$ cat src/rtl/pio_pkg.sv
// Shared definitions for the PIO state-machine datapath blocks.
//   WIDTH        : ISR / FIFO data width (fixed at 32)
//   CNT_W        : width of bit counts that must represent 0..32
//   shift_dir_t  : shift direction of the ISR
//   decode_count : 5-bit count field where 0 means 32 -> 6-bit count
package pio_pkg;

    localparam int unsigned WIDTH = 32;
    localparam int unsigned CNT_W = 6;

    typedef enum logic {
        DirLeft  = 1'b0,
        DirRight = 1'b1
    } shift_dir_t;

    function automatic logic [CNT_W-1:0] decode_count(input logic [4:0] enc);
        return (enc == 5'd0) ? 6'd32 : {1'b0, enc};
    endfunction

endpackage

$ cat src/rtl/isr_shift_merge.sv
// Combinational merge of new IN data into the ISR.
//   isr     : current ISR contents
//   in_data : IN source value (only the low n bits are used)
//   n       : bit count, 1..32
//   dir     : DirLeft shifts data in at the LSB end, DirRight at the MSB end
//   s       : merged shift result
module isr_shift_merge
    import pio_pkg::*;
(
    input  logic [WIDTH-1:0] isr,
    input  logic [WIDTH-1:0] in_data,
    input  logic [CNT_W-1:0] n,
    input  shift_dir_t       dir,
    output logic [WIDTH-1:0] s
);

    logic [CNT_W-1:0] rsh;
    logic [WIDTH-1:0] mask;

    // Shifts by exactly 32 yield zero, so n=32 collapses to s=in_data without a special case.
    assign rsh  = 6'd32 - n;
    assign mask = ~({WIDTH{1'b1}} << n);

    always_comb begin
        if (dir == DirRight) begin
            s = (isr >> n) | (in_data << rsh);
        end else begin
            s = (isr << n) | (in_data & mask);
        end
    end

endmodule

$ cat src/rtl/pio_isr.sv
// PIO input shift register with autopush. Executes IN / PUSH / MOV-to-ISR and drives the
// RX fifo push handshake and the decoder stall.
//   clk, reset           : clock, synchronous active-high reset
//   en                   : execute tick; when low nothing happens
//   shift_right          : ISR shift direction
//   autopush, thresh     : autopush enable and threshold (0 means 32)
//   in_valid/data/count  : IN instruction (count 0 means 32)
//   push_req/iffull/block: PUSH instruction and its flags
//   mov_valid, mov_data  : MOV to ISR
//   fifo_full            : RX fifo full
//   fifo_push, fifo_din  : push strobe and data to the RX fifo
//   stall                : instruction must be re-issued
//   overflow             : non-blocking PUSH dropped data because the fifo was full
//   isr, isr_count       : ISR contents and saturating shift count
module pio_isr
    import pio_pkg::*;
(
    input  logic             clk,
    input  logic             reset,
    input  logic             en,
    input  logic             shift_right,
    input  logic             autopush,
    input  logic [4:0]       thresh,
    input  logic             in_valid,
    input  logic [WIDTH-1:0] in_data,
    input  logic [4:0]       in_count,
    input  logic             push_req,
    input  logic             push_iffull,
    input  logic             push_block,
    input  logic             mov_valid,
    input  logic [WIDTH-1:0] mov_data,
    input  logic             fifo_full,
    output logic             fifo_push,
    output logic [WIDTH-1:0] fifo_din,
    output logic             stall,
    output logic             overflow,
    output logic [WIDTH-1:0] isr,
    output logic [CNT_W-1:0] isr_count
);

    logic [WIDTH-1:0] isr_q, isr_d;
    logic [CNT_W-1:0] count_q, count_d;
    logic [CNT_W-1:0] thr, n;
    logic [CNT_W:0]   sum;
    logic [CNT_W-1:0] c;
    logic [WIDTH-1:0] s;
    shift_dir_t       dir;

    assign thr = decode_count(thresh);
    assign n   = decode_count(in_count);
    assign dir = shift_right ? DirRight : DirLeft;
    assign sum = {1'b0, count_q} + {1'b0, n};
    assign c   = (sum > 7'd32) ? 6'd32 : sum[CNT_W-1:0];

    isr_shift_merge u_merge (
        .isr     (isr_q),
        .in_data (in_data),
        .n       (n),
        .dir     (dir),
        .s       (s)
    );

    always_comb begin
        isr_d     = isr_q;
        count_d   = count_q;
        fifo_push = 1'b0;
        fifo_din  = '0;
        stall     = 1'b0;
        overflow  = 1'b0;
        if (en) begin
            if (mov_valid) begin
                isr_d   = mov_data;
                count_d = '0;
            end else if (push_req) begin
                if (push_iffull && (count_q < thr)) begin
                    // Below threshold: PUSH IfFull retires as a no-op.
                end else if (!fifo_full) begin
                    fifo_push = 1'b1;
                    fifo_din  = isr_q;
                    isr_d     = '0;
                    count_d   = '0;
                end else if (push_block) begin
                    stall = 1'b1;
                end else begin
                    overflow = 1'b1;
                    isr_d    = '0;
                    count_d  = '0;
                end
            end else if (in_valid) begin
                if (autopush && (c >= thr)) begin
                    if (fifo_full) begin
                        stall = 1'b1;
                    end else begin
                        fifo_push = 1'b1;
                        fifo_din  = s;
                        isr_d     = '0;
                        count_d   = '0;
                    end
                end else begin
                    isr_d   = s;
                    count_d = c;
                end
            end
        end
    end

    always_ff @(posedge clk) begin
        if (reset) begin
            isr_q   <= '0;
            count_q <= '0;
        end else begin
            isr_q   <= isr_d;
            count_q <= count_d;
        end
    end

    assign isr       = isr_q;
    assign isr_count = count_q;

endmodule

$ cat config.mk
export PLATFORM = sky130hd
export DESIGN_NAME = pio_isr
export DESIGN_NICKNAME = d
export VERILOG_FILES = /design/src/rtl/pio_pkg.sv /design/src/rtl/isr_shift_merge.sv /design/src/rtl/pio_isr.sv
export SDC_FILE = /design/constraint.sdc
export NUM_CORES = 1
export LEC_CHECK = 0
export CORE_MARGIN = 2
export CORE_UTILIZATION = 35
export CTS_CLUSTER_DIAMETER = 80
export DETAILED_ROUTE_END_ITERATION = 8
export GPL_ROUTABILITY_DRIVEN = 0
export PLACE_DENSITY = 0.58
export SLEW_MARGIN = 40
export SYNTH_ARGS = -nofsm -noshare
export SYNTH_HDL_FRONTEND = slang
export SYNTH_HIERARCHICAL = 1
export SYNTH_SLANG_ARGS = --single-unit
$ cat constraint.sdc
create_clock -name clk -period 9.2 [get_ports clk]
set_clock_uncertainty 0.15 [all_clocks]
set_input_delay 2.76 -clock clk [delete_from_list [all_inputs] [get_ports clk]]
set_output_delay 2.76 -clock clk [all_outputs]
set_load 0.01 [all_outputs]
==> flow_summary.yaml <==
outcome:
  status: "completed"
final_layout:
  fin_nets: 1302
  drive_above_1_share_pct: 23.1
  diodes: 0
  syn_to_final_growth_pct: 30.1
route:
  antenna_left: 0
  drt_pre_antenna_iters: 6
  drc: 0
  vias: 9982
  dr.first_iter.drc_count: 1406
  viasPerCell: 6.57
  wire_per_inst_um: 24.9
  drt_wl_total_um: 37800
yosys:
  netlist_area_um2: 8540
  synthCells: 1014
  ys_warn_count: 6
  synth_largest_area_cell: "mux4_2"
  avgSynthCellArea_um2: 8.43
  synth.area.top_cells: "mux4_2 16%, mux2i_1 9.6%, dfxtp_1 8.9%"
  synth_edf_count: 0
  synth_cell_types: 78
  yosys.area.top_type_share_pct: 16.1
  ys.flop_type: "dfxtp_1"
  synth-seq-area-share_pct: 8.90
  syn-num-nets: 1122
  synth-seq-cells: 38
  async_flop_share_pct: 0
critical_path:
  worst_path_most_repeated_cell: "buf_4"
  cp_slowest_cell: "or4_4"
  r2r_slack_ns: 5.18
  critPathMaxFanout: 30
  slowest_delay_ns: 0.53
  r2r.worst_path.cells: 18
  critPathLaunchType: "input pin"
  required_ns: 6.29
  worst-path-stages: 12
  worstPathCellList: "clkdlybuf4s50_1, or4_4, nor2_4, buf_4, o21ai_0, a32o_1, buf_4, a221oi_1, a21oi_1, buf_4, a22o_1, clkdlybuf4s15_1"
  crit_buf_inv: 5
  worstReg2RegStart: "isr_count[0]"
  timing.rr.end: "isr[27]"
  cp.arrival_ns: 6.14
  crit_path_start: "in_count[4]"
  critPathCaptureType: "primary output"
  timing_worst_setup_path_type: "input pin to primary output"
  crit_family: "compound AO/OA/AOI/OAI gates"
clock_tree:
  ctsHoldBuffers: 0
  clk_latency_ns: 0.29
  cts_buffers: 5
  cts.sinks: 38
  htree_num_levels: 2
  clock_path_buffers: 2
  cts_root_buffer: "clkbuf_16"
  cts_tree: "built"
  cts.clk_slew.worst_paths_ns: 0.06
power:
  vdd_drop_max_v: 0.0000658
  leakage_nw: 4.64
  powerDensity_nw_per_um2: 88.2
floorplanning:
  fp.coreArea_um2: 24100
  die_x_um: 160
  dieArea_um2: 25700
  io_pins: 158
  start_util_pct: 35.4
  die_y_um: 160
  rows: 57
timing:
  finalCriticalPeriod_ns: 9.05
  setup_viol: 0
  min_period_over_period_pct: 98.4
  whs_ns: 0.428
  tightest_slew_ns: 0.800
  drv_slew: 0
  slew_headroom_pct: 45.1
  finalHoldViolCount: 0
  max_freq_mhz: 111
  tns_ns: 0
grt:
  grt_pass1_wl_um: 57000
  track_usage_pct: 28.5
  overflow: 0
  grt_pass1_vias: 9182
  grt_max_degree: 71
  antenna_found_initial: 0
job:
  maxCapViolations: 0
placed_design:
  post-dp-hpwl_um: 29300
  numPortBuffers: 157
worst_hold_path:
  min_path_cells: 1
  hold_path_class: "register to register"
  hold_path_startpoint: "isr_count[0]"
  hold-path-endpoint: "isr_count[0]"
==> power by group <==
group | total (mW) | internal [mW] | leakage (nW) | switching (mW)
Clock | 0.177 | 0.107 | 0.0729 | 0.0693
Sequential | 0.200 | 0.174 | 0.310 | 0.0265
Combinational | 0.604 | 0.280 | 4.26 | 0.324
==> cell type report <==
| type | instances | area (um^2) |
|---|---|---|
| fill | 2440 | 13000 |
| multi-input combinational | 855 | 7190 |
| timing repair buffer | 277 | 2540 |
| sequential | 38 | 761 |
| tap | 324 | 405 |
| clock buffer | 6 | 139 |
| inverter | 17 | 63.8 |
| clock inverter | 2 | 12.5 |
==> cells by family (layout without fill, tap and decap cells) <==
logic type	after synthesis	count (layout)	synth area share [%]
AND/OR/NAND/NOR	259	259	13.8
adder cells (fa/ha/maj)	23	23	3.46
flip-flops	38	38	8.90
buffers and inverters	121	302	7.59
AO/OA/AOI/OAI	373	373	31.5
XOR/XNOR	3	3	0.308
multiplexers	197	197	34.4
==> sequential cells by signal, summed over array words and instances, names as in the netlist <==
signal / flops
isr_count: 6
isr: 32
==> cell usage after synthesis, types with 11 or more instances <==
cell and instances:
ha_1 22, nand2_1 57, buf_1 11, a221oi_1 12, nor2_1 127, mux2i_1 82, a21oi_1 51, mux2_2 45
mux4_2 61, buf_6 13, clkbuf_1 43, nor3_1 13, buf_2 27, o21a_1 11, dfxtp_1 38, a21o_1 29
inv_1 16, o21ai_0 76, a31oi_1 11, a22o_1 75
==> worst reg2reg max path, stage by stage (launching register included) <==
cell       delay, ns
dfxtp_1         0.35
ha_1            0.24
fa_1            0.41
a21o_1          0.20
a21oi_2         0.19
nand2b_1        0.16
and3_1          0.16
o21a_2          0.16
inv_1           0.06
buf_4           0.13
ha_1            0.30
a21oi_1         0.17
nand2_1         0.08
o2bb2ai_2       0.14
buf_4           0.15
nor2_2          0.27
buf_4           0.35
a22o_1          0.22
a21o_1          0.08
==> cell usage in the layout (no fill, tap or decap), drive strengths merged, types with 45 or more instances in the layout <==
master	count
nor2	128
buf	124
clkdlybuf4s50	119
mux2i	82
o21ai	79
a22o	75
mux4	70
nand2	57
a21oi	53
mux2	45
==> through the flow <==
| stage | instances | power [mW] | area, um^2 | worst slack, ns | util (%) |
|---|---|---|---|---|---|
| after CTS | 1518 | 0.961 | 11100 | 0.0731 | 45.9 |
| final | 1519 | 0.980 | 11100 | 0.151 | 46.1 |
| after detailed placement | 1510 | 0.781 | 10900 | -0.138 | 45.3 |
| after floorplan | 1014 | 0.534 | 8540 | 0.352 | - |
| after global placement | 1510 | 0.785 | 10900 | -0.0713 | 45.3 |
| after global routing | 1519 | 1.02 | 11100 | -0.0104 | 46.1 |
==> timing repair <==
| item | in CTS | in global routing |
|---|---|---|
| pin swaps | 0 | 1 |
| buffers inserted | 0 | 1 |
| setup endpoints to repair | 32 | 34 |
| resized for setup | 35 | 17 |
==> worst max path at each step <==
stage / end
after global routing: fifo_din[7]
after global placement: fifo_din[15]
after CTS: fifo_push
final: fifo_din[12]
after floorplan: fifo_din[31]
after detailed placement: fifo_din[15]
==> layer usage <==
metal	part of all wire [%]	vias up	GRT usage (%)
met5	0	-	0
met4	4.8	0	12.9
met3	12	106	5.92
met2	40	722	40.2
met1	42	4802	41.5
li1	-	4352	-
No activity file was read; power rests on OpenSTA's default activity.
